## config.mk

```make
export PLATFORM = sky130hd
export DESIGN_NAME = alu_pipe_seq
export DESIGN_NICKNAME = d
export VERILOG_FILES = /design/src/rtl/alu_pipe_seq.sv
export SDC_FILE = /design/constraint.sdc
export NUM_CORES = 1
export LEC_CHECK = 0
export CORE_MARGIN = 4
export CORE_UTILIZATION = 30
export DETAILED_ROUTE_END_ITERATION = 6
export PLACE_DENSITY = 0.47
export SLEW_MARGIN = 10
export SYNTH_ARGS = -nofsm -noshare
export SYNTH_HDL_FRONTEND = slang
export SYNTH_SLANG_ARGS = --single-unit
```

## constraint.sdc

```tcl
create_clock -name clk -period 1.9 [get_ports clk]
set_input_delay 0.475 -clock clk [delete_from_list [all_inputs] [get_ports clk]]
set_output_delay 0.475 -clock clk [all_outputs]
set_load 0.02 [all_outputs]
```

## src/rtl/alu_pipe_seq.sv

```systemverilog
// Registered execute-stage ALU with valid/ready on both sides and an iterative shift-add MUL.
// Define ALU_MUL_EN to build the multiplier and its MUL state; otherwise op 5'h10 is Illegal.
module alu_pipe_seq #(
  parameter int WIDTH = 16,
  parameter int CNT_W = $clog2(WIDTH)
) (
  input  logic             clk,
  input  logic             rst_n,
  input  logic             In_valid,
  output logic             In_ready,
  input  logic [4:0]       Op,
  input  logic [WIDTH-1:0] A,
  input  logic [WIDTH-1:0] B,
  output logic             Out_valid,
  input  logic             Out_ready,
  output logic [WIDTH-1:0] Out,
  output logic             Cout,
  output logic             Ofl,
  output logic             Eqz,
  output logic             Nez,
  output logic             Ltz,
  output logic             Gez,
  output logic             Busy,
  output logic             Illegal
);

  typedef struct packed {
    logic [WIDTH-1:0] out;
    logic             cout;
    logic             ofl;
    logic             eqz;
    logic             nez;
    logic             ltz;
    logic             gez;
    logic             ill;
  } res_t;

  typedef enum logic [1:0] {
    S_IDLE = 2'd0,
    S_HOLD = 2'd1
`ifdef ALU_MUL_EN
    , S_MUL = 2'd2
`endif
  } state_t;

  localparam logic [4:0] OP_MUL = 5'h10;

  function automatic res_t value_flags(input logic [WIDTH-1:0] v);
    res_t r;
    r     = '0;
    r.out = v;
    r.eqz = (v == '0);
    r.nez = (v != '0);
    r.ltz = v[WIDTH-1];
    r.gez = ~v[WIDTH-1];
    return r;
  endfunction

  function automatic res_t alu_f(input logic [4:0] op, input logic [WIDTH-1:0] a,
                                 input logic [WIDTH-1:0] b);
    logic        [WIDTH:0]     add_x;
    logic        [WIDTH:0]     sub_x;
    logic signed [WIDTH:0]     dif_s;
    logic        [2*WIDTH-1:0] dbl_r;
    logic        [2*WIDTH-1:0] dbl_l;
    logic        [CNT_W-1:0]   cnt;
    logic                      lt;
    logic                      eq;
    logic                      add_ofl;
    logic                      sub_ofl;
    res_t                      r;
    cnt     = b[CNT_W-1:0];
    add_x   = {1'b0, a} + {1'b0, b};
    sub_x   = {1'b0, b} + {1'b0, ~a} + {{WIDTH{1'b0}}, 1'b1};
    // Sign of the sign-extended difference is correct even when A-B overflows WIDTH bits.
    dif_s   = $signed({a[WIDTH-1], a}) - $signed({b[WIDTH-1], b});
    lt      = dif_s[WIDTH];
    eq      = (a == b);
    add_ofl = (a[WIDTH-1] == b[WIDTH-1]) && (add_x[WIDTH-1] != a[WIDTH-1]);
    sub_ofl = (a[WIDTH-1] != b[WIDTH-1]) && (sub_x[WIDTH-1] != b[WIDTH-1]);
    dbl_r   = {a, a} >> cnt;
    dbl_l   = {a, a} << cnt;
    r       = '0;
    if (op[4]) begin
      r.ill = 1'b1;
    end else begin
      case (op[3:0])
        4'h0: begin r = value_flags(add_x[WIDTH-1:0]); r.cout = add_x[WIDTH]; r.ofl = add_ofl; end
        4'h1: begin r = value_flags(sub_x[WIDTH-1:0]); r.cout = sub_x[WIDTH]; r.ofl = sub_ofl; end
        4'h2: r = value_flags(a ^ b);
        4'h3: r = value_flags(a & ~b);
        4'h4: r = value_flags(a << cnt);
        4'h5: r = value_flags(dbl_r[WIDTH-1:0]);
        4'h6: r = value_flags(a >> cnt);
        4'h7: r = value_flags(dbl_l[2*WIDTH-1:WIDTH]);
        4'hC: begin r.out = {{(WIDTH-1){1'b0}}, add_x[WIDTH]}; r.cout = add_x[WIDTH]; r.ofl = add_ofl; end
        4'hD: r.out = {{(WIDTH-1){1'b0}}, eq};
        4'hE: r.out = {{(WIDTH-1){1'b0}}, lt};
        4'hF: r.out = {{(WIDTH-1){1'b0}}, lt | eq};
        default: r.out = '0;
      endcase
      if (op[3]) begin
        r.eqz = (a == '0);
        r.nez = (a != '0);
        r.ltz = a[WIDTH-1];
        r.gez = ~a[WIDTH-1];
      end
    end
    return r;
  endfunction

  state_t state_q, state_d;
  res_t   res_q, res_d;
  logic   vld_q, vld_d;
  logic   accept;

`ifdef ALU_MUL_EN
  logic [WIDTH-1:0] mcand_q, mcand_d;
  logic [WIDTH-1:0] mplier_q, mplier_d;
  logic [WIDTH-1:0] acc_q, acc_d;
  logic [WIDTH-1:0] acc_nx;
  logic [CNT_W-1:0] cnt_q, cnt_d;
`endif

  assign In_ready = (state_q == S_IDLE) && (!vld_q || Out_ready);
  assign accept   = In_valid && In_ready;

  always_comb begin
    state_d = state_q;
    res_d   = res_q;
    vld_d   = vld_q;
`ifdef ALU_MUL_EN
    mcand_d  = mcand_q;
    mplier_d = mplier_q;
    acc_d    = acc_q;
    cnt_d    = cnt_q;
    acc_nx   = acc_q + (mplier_q[0] ? mcand_q : '0);
`endif
    if (vld_q && Out_ready) vld_d = 1'b0;
    case (state_q)
      S_IDLE: begin
        if (accept) begin
`ifdef ALU_MUL_EN
          if (Op == OP_MUL) begin
            state_d  = S_MUL;
            mcand_d  = A;
            mplier_d = B;
            acc_d    = '0;
            cnt_d    = '0;
          end else
`endif
          begin
            res_d = alu_f(Op, A, B);
            vld_d = 1'b1;
          end
        end else if (vld_q && !Out_ready) begin
          state_d = S_HOLD;
        end
      end
      S_HOLD: if (Out_ready) state_d = S_IDLE;
`ifdef ALU_MUL_EN
      S_MUL: begin
        // One multiplier bit per cycle; the final partial sum goes straight to the output register.
        acc_d    = acc_nx;
        mcand_d  = mcand_q << 1;
        mplier_d = mplier_q >> 1;
        cnt_d    = cnt_q + 1'b1;
        if (cnt_q == CNT_W'(WIDTH-1)) begin
          res_d   = value_flags(acc_nx);
          vld_d   = 1'b1;
          state_d = S_IDLE;
        end
      end
`endif
      default: state_d = S_IDLE;
    endcase
  end

  always_ff @(posedge clk or negedge rst_n) begin
    if (!rst_n) begin
      state_q <= S_IDLE;
      res_q   <= '0;
      vld_q   <= 1'b0;
    end else begin
      state_q <= state_d;
      res_q   <= res_d;
      vld_q   <= vld_d;
    end
  end

`ifdef ALU_MUL_EN
  // Multiplier working registers are reloaded on every MUL accept, so they need no reset.
  always_ff @(posedge clk) begin
    mcand_q  <= mcand_d;
    mplier_q <= mplier_d;
    acc_q    <= acc_d;
    cnt_q    <= cnt_d;
  end
  assign Busy = (state_q == S_MUL);
`else
  assign Busy = 1'b0;
`endif

  assign Out_valid = vld_q;
  assign Out       = res_q.out;
  assign Cout      = res_q.cout;
  assign Ofl       = res_q.ofl;
  assign Eqz       = res_q.eqz;
  assign Nez       = res_q.nez;
  assign Ltz       = res_q.ltz;
  assign Gez       = res_q.gez;
  assign Illegal   = res_q.ill;

endmodule
```

After elaboration in Yosys (flattened, before gate mapping)
Index checks and enable logic that the tools add are counted.

Logic and storage cells: 97. Output and inout port bits: 26. Input port bits: 41. Flip-flop bits (word level): 26.

$add $sub $neg: 4. Reduce and logical (&&, ||, !) cells: 32. Equal/unequal tests: 20. Mux-type cells: 13. Bitwise logic cells: 14. Shift-type cells: 4.

Operators with widths (number): 16-bit one-hot mux with 12 select lines (1); 16-bit zero test (9); 16-bit nonzero test (9); 5-bit one-hot mux with 8 select lines (1); 16-bit by 16-bit adder with 17-bit output (2); 16-bit inverter (2); 32-bit by 4-bit left shift with 32-bit output (1); 32-bit by 4-bit right shift with 16-bit output (1); 22-bit two-way mux (1); 17-bit by 1-bit adder with 17-bit output, second input constant (1); 16-bit by 16-bit subtractor with 17-bit output (1); 16-bit AND (1); 16-bit == test (1); 4-bit by 3-bit == test with 1-bit output, second input constant (4); 4-bit == test, second input constant (4); 16-bit by 4-bit left shift with 16-bit output (1); 16-bit by 4-bit right shift with 16-bit output (1); 16-bit XOR (1); 1-bit inverter (9); 4-bit by 2-bit == test with 1-bit output, second input constant (2); 2-bit one-hot mux with 2 select lines (2); 1-bit logical AND (6); 2-bit two-way mux (3); 4-bit by 1-bit == test with 1-bit output, second input constant (1); 15 further kinds (22).

Logic depth before layout (Yosys ltp)
Gate-level depths: netlist of the first run.

Depth in word-level cells: 7. Depth in mapped cells: 17. Mapped depth without buffers: 14.

Worst setup path before layout of the first run
OpenSTA, ideal clock, no wires.

Path type: input -> register. From: input port B[0]. To: register res_q (netlist bit Nez). Data required time: 1779 ps. Path slack: -2009 ps. Data arrival time: 3788 ps. Cell stages on the path: 17. Setup time: 121 ps. Buffers on the path: 3. Cell sequence: buf_2 > inv_2 > buf_2 > buf_1 > ha_1 > inv_1 > fa_1 > a211oi_2 > o21bai_1 > nor3b_1 > nor4_1 > o2111ai_1 > nor4_2 > nand3_1 > o31ai_1 > a21oi_1 > a22o_1.

Cells in the longest elaborated chain, start to end: 6. Elaborated cells on any way between the ends: 21. Classes of those cells: add/sub (3); shift (4); mux (3); bitwise (3); reduce/logical (8).

RTL lines: start: declaration (line 13) `input logic [WIDTH-1:0] B,`; 16-bit by 16-bit adder with 17-bit output / 16-bit inverter (equally long branches) (line 74, 91); 17-bit by 1-bit adder with 17-bit output / 16-bit AND (equally long branches) (line 74, 91); 16-bit nonzero test (line 53) `r.nez = (v != '0);`; 5-bit one-hot mux with 8 select lines (*) (line 87) `case (op[3:0])`; 4-bit two-way mux (*) (line 102) `if (op[3]) begin`; 22-bit two-way mux (*) (line 84) `if (op[4]) begin`; end signal: assignment (line 186) `res_q <= res_d;`; end: declaration (line 113) `res_t res_q, res_d;`.

Every way passes the cells marked *; elsewhere a longest branch is shown, timed or not. A chain may end at the register's enable or synchronous reset.

Worst setup path after layout of the first run
Ends and elaborated chain as after synthesis.

==> impl_results.md, run 1 <==
* Antenna diodes at 0
* Max H-tree Level at 1
* Max Cap Violations at 0
* Buffers on Ports at 65
* Worst EP required at 2.05 ns
* Number of synthesized flops with an enable pin at 0
* Worst-Skew Late Latency at 0.26 ns
* Layout net count at 1,510
* Top_reg_cell synth: dfrtp_1
* Peak supply drop at 0.0004826 V
* Setup violators final at 22
* Commonest non-fill, non-tap cell in the layout: buf_4
* DRT Wirelength at 37,990 µm
* Commonest cells after routing, fill and taps aside: 383 x buf_4, 94 x nand2_1, 85 x nor2_1
* Worst r2r path cells at 7
* Clk Tree Root Cell: clkbuf_16
* Row cnt at 54
* Drt initial violations at 1,010
* Drt first pass iters at 5
* Mean Syn Cell Area at 6.971 µm²
* Tot Pwr at 5277 µW
* Crit-path leading delay family: compound AO/OA/AOI/OAI gates
* Ys Warns at 0
* Share of cells above drive strength 1 at 52.72%
* Max stage delay on crit path at 0.38 ns
* Post-synth net total at 1,070
* Reg-to-reg startpoint: Out_valid
* Hold crit path type: register to register
* Outcome: finished with violations
* Final hold violation count at 0
* Rel. slew slack at 65.33%
* Synth Register Bits at 25
* Starting Density at 30.86%
* DP Wirelength at 29,520 µm
* Area occupied by multi-input gates at 7203 µm²
* Vias per cell at 5.788
* Slowest-stage cell, CP: fa_2
* Synthesized area at 6818 µm²
* Minimum clock period at 3.040 ns
* Min setup slack post-route at -1.140 ns
* Filler Cells Inserted at 1,972
* TritonCTS clock tree: done
* Area growth from synthesis to layout at 89.54%
* Failing checks: setup timing
* Core area at 22,090 µm²
* Placed insts at 1,630
* Hold wc startpoint: Out[11]
* Drt wl/cell at 22.39 µm
* Hold EP: Out[11]
* P_leak at 0.005578 µW
* CP Buf/Inv Count at 5
* Worst Setup SP: B[0]
* Residual DRC at 0
* Global Route Usage Sum at 27.90%
* Clk sink count at 25
* Yosys cell types at 90
* CTS buffer count at 3
* Kind of critical path: input port to register
* Cells after synthesis at 978
* GRT overflow at 0
* CP endpoint kind: register
* Max Slew Vio Count at 0
* Tcrit/Tclk final at 160.0%
* Final ANT Viol Nets at 0
* Hold_ws at 0.4845 ns
* Sequential Area at 625.6 µm²
* Fmax at 0.3290 GHz
* Clock transition at the registers of the reported paths at 0.06 ns
* Global-route wire length before repair at 56,300 µm
* WP data arrival at 3.19 ns
* Worst hold path cell count at 1
* Die X at 158.8 µm
* Final non-filler cell total at 1,697
* Peak fanout along the critical path at 3
* Sequential share of the synthesized area at 9.176%
* Largest net degree at the start of global routing at 47
* Die Y at 158.8 µm
* Worst Max-Slew Pin Slew at 0.5056 ns
* Final core utilization at 58.49%
* Routed via count at 9,823
* Reg-to-Reg End: Out[9]
* Unrepaired setup endpoints after global routing: true
* Crit start category: input port
* Antenna violations before repair at 0
* Ys async rst share at 100.0%
* CP cell instances: buf_12 -> clkinv_8 -> ha_4 -> inv_4 -> fa_2 -> buf_6 -> a21o_1 -> a211oi_2 -> buf_4 -> o2111ai_2 -> or3_4 -> nor4_4 -> nand3_2 -> o31ai_4 -> a21oi_2 -> a22o_1
* # IOs at 67
* Clock skew at 0.003105 ns
* R2r setup slk at 0.34 ns
* PwrDens at 408.4 nW/µm²
* Die ar. at 25,200 µm²
* Vias in the first global route at 9,299
* Placer Congestion at 1.022
* Max Root-Sink Buffers at 2
-- registers in the layout, indices dropped and copies added (netlist names) --
register   count
Cout           1
Out           16
Eqz            1
Ltz            1
Gez            1
state_q        1
Ofl            1
Nez            1
Out_valid      1
Illegal        1
-- per-layer routing --
metal / GRT usage (%) / vias up / share of wire [%]
met3: 2.696 / 91 / 7.3
met4: 9.507 / 0 / 4.1
li1: - / 4551 / -
met5: 0 / - / 0
met2: 44.42 / 502 / 45
met1: 39.63 / 4679 / 44
-- layout make-up --
type                            instances  area share (%)
Multi-Input combinational cell        829           55.74
Inverter                               47           1.694
Clock buffer                            3          0.5809
Clock inverter                          1         0.03873
Tap cell                              280           2.711
Timing Repair Buffer                  512           34.39
Sequential cell                        25           4.841
-- power by group --
| part | switching (µW) | leakage, µW | internal, µW |
|---|---|---|---|
| Combinational | 2100 | 0.00520 | 2070 |
| Sequential | 37.7 | 0.000335 | 599 |
| Clock | 181 | 0.0000409 | 284 |
-- worst reg2reg max path: cells and delay by family, from the launching register on --
family | cells | cell delay [ns]
AND/OR/NAND/NOR | 3 | 0.42
buffers and inverters | 2 | 0.36
flip-flops | 1 | 0.40
AO/OA/AOI/OAI | 2 | 0.31
-- Yosys cell counts, drive strengths merged (9+ instances only) --
library cell    n  area share (%)
nor2          103             5.7
nand2          99             5.5
a21oi          97             7.1
o21ai          85             6.3
ha             49             9.0
inv            46             2.5
clkbuf         42             2.3
mux2i          36             5.3
buf            35             3.2
dfrtp          25             9.2
nor3           23             1.7
nor4           21             2.4
a211oi         20             2.3
nand2b         19             1.9
mux4           14             4.6
nand3          14             1.0
nor2b          14             1.3
mux2           12             2.0
a21o           11             1.2
a221oi         11             1.4
o211ai         11             1.2
a2111oi        10             1.6
and3           10            0.92
a31oi           9            0.83
nand4           9            0.83
o221ai          9             1.2
xnor2           9             1.2
-- what timing repair did --
item                       in CTS  in global routing
gates resized for setup       327                215
buffers inserted               47                 32
gates cloned                    3                  2
hold buffers                    0                  0
pin swaps                      77                 95
setup endpoints to repair      23                 22
-- cell families after synthesis --
group                    share of synthesized area, %
multiplexers                                    11.95
adder cells (fa/ha/maj)                         9.580
AO/OA/AOI/OAI                                   33.66
flip-flops                                      9.176
other                                         0.05500
AND/OR/NAND/NOR                                 25.60
buffers and inverters                           8.056
XOR/XNOR                                        1.927
-- stage by stage --
stage               setup TNS (ns)  setup WS [ns]  cell area [µm²]
global placement            -36.17         -1.983            10440
CTS                         -17.00         -1.215            11960
floorplan                   -17.66         -1.432             6994
finish                      -16.18         -1.140            12920
global route                -17.84         -1.210            12920
detailed placement          -37.13         -2.036            10440
-- worst max-delay path by stage --
stage                to  slack, ns  cells past startpoint
finish              Nez      -1.14                     16
CTS                 Nez      -1.21                     15
global route        Nez      -1.21                     16
global placement    Nez      -1.98                     13
detailed placement  Nez      -2.04                     13
floorplan           Nez      -1.43                     17
Note: power is estimated with default switching activity, not from simulation.
==> inputs of run 2 (changes only) <==
Settings changed: CTS_CLUSTER_SIZE from default to 24.
==> results of run 2 <==
Same layout as run 1: the final DEF is identical, and so are final timing and power.
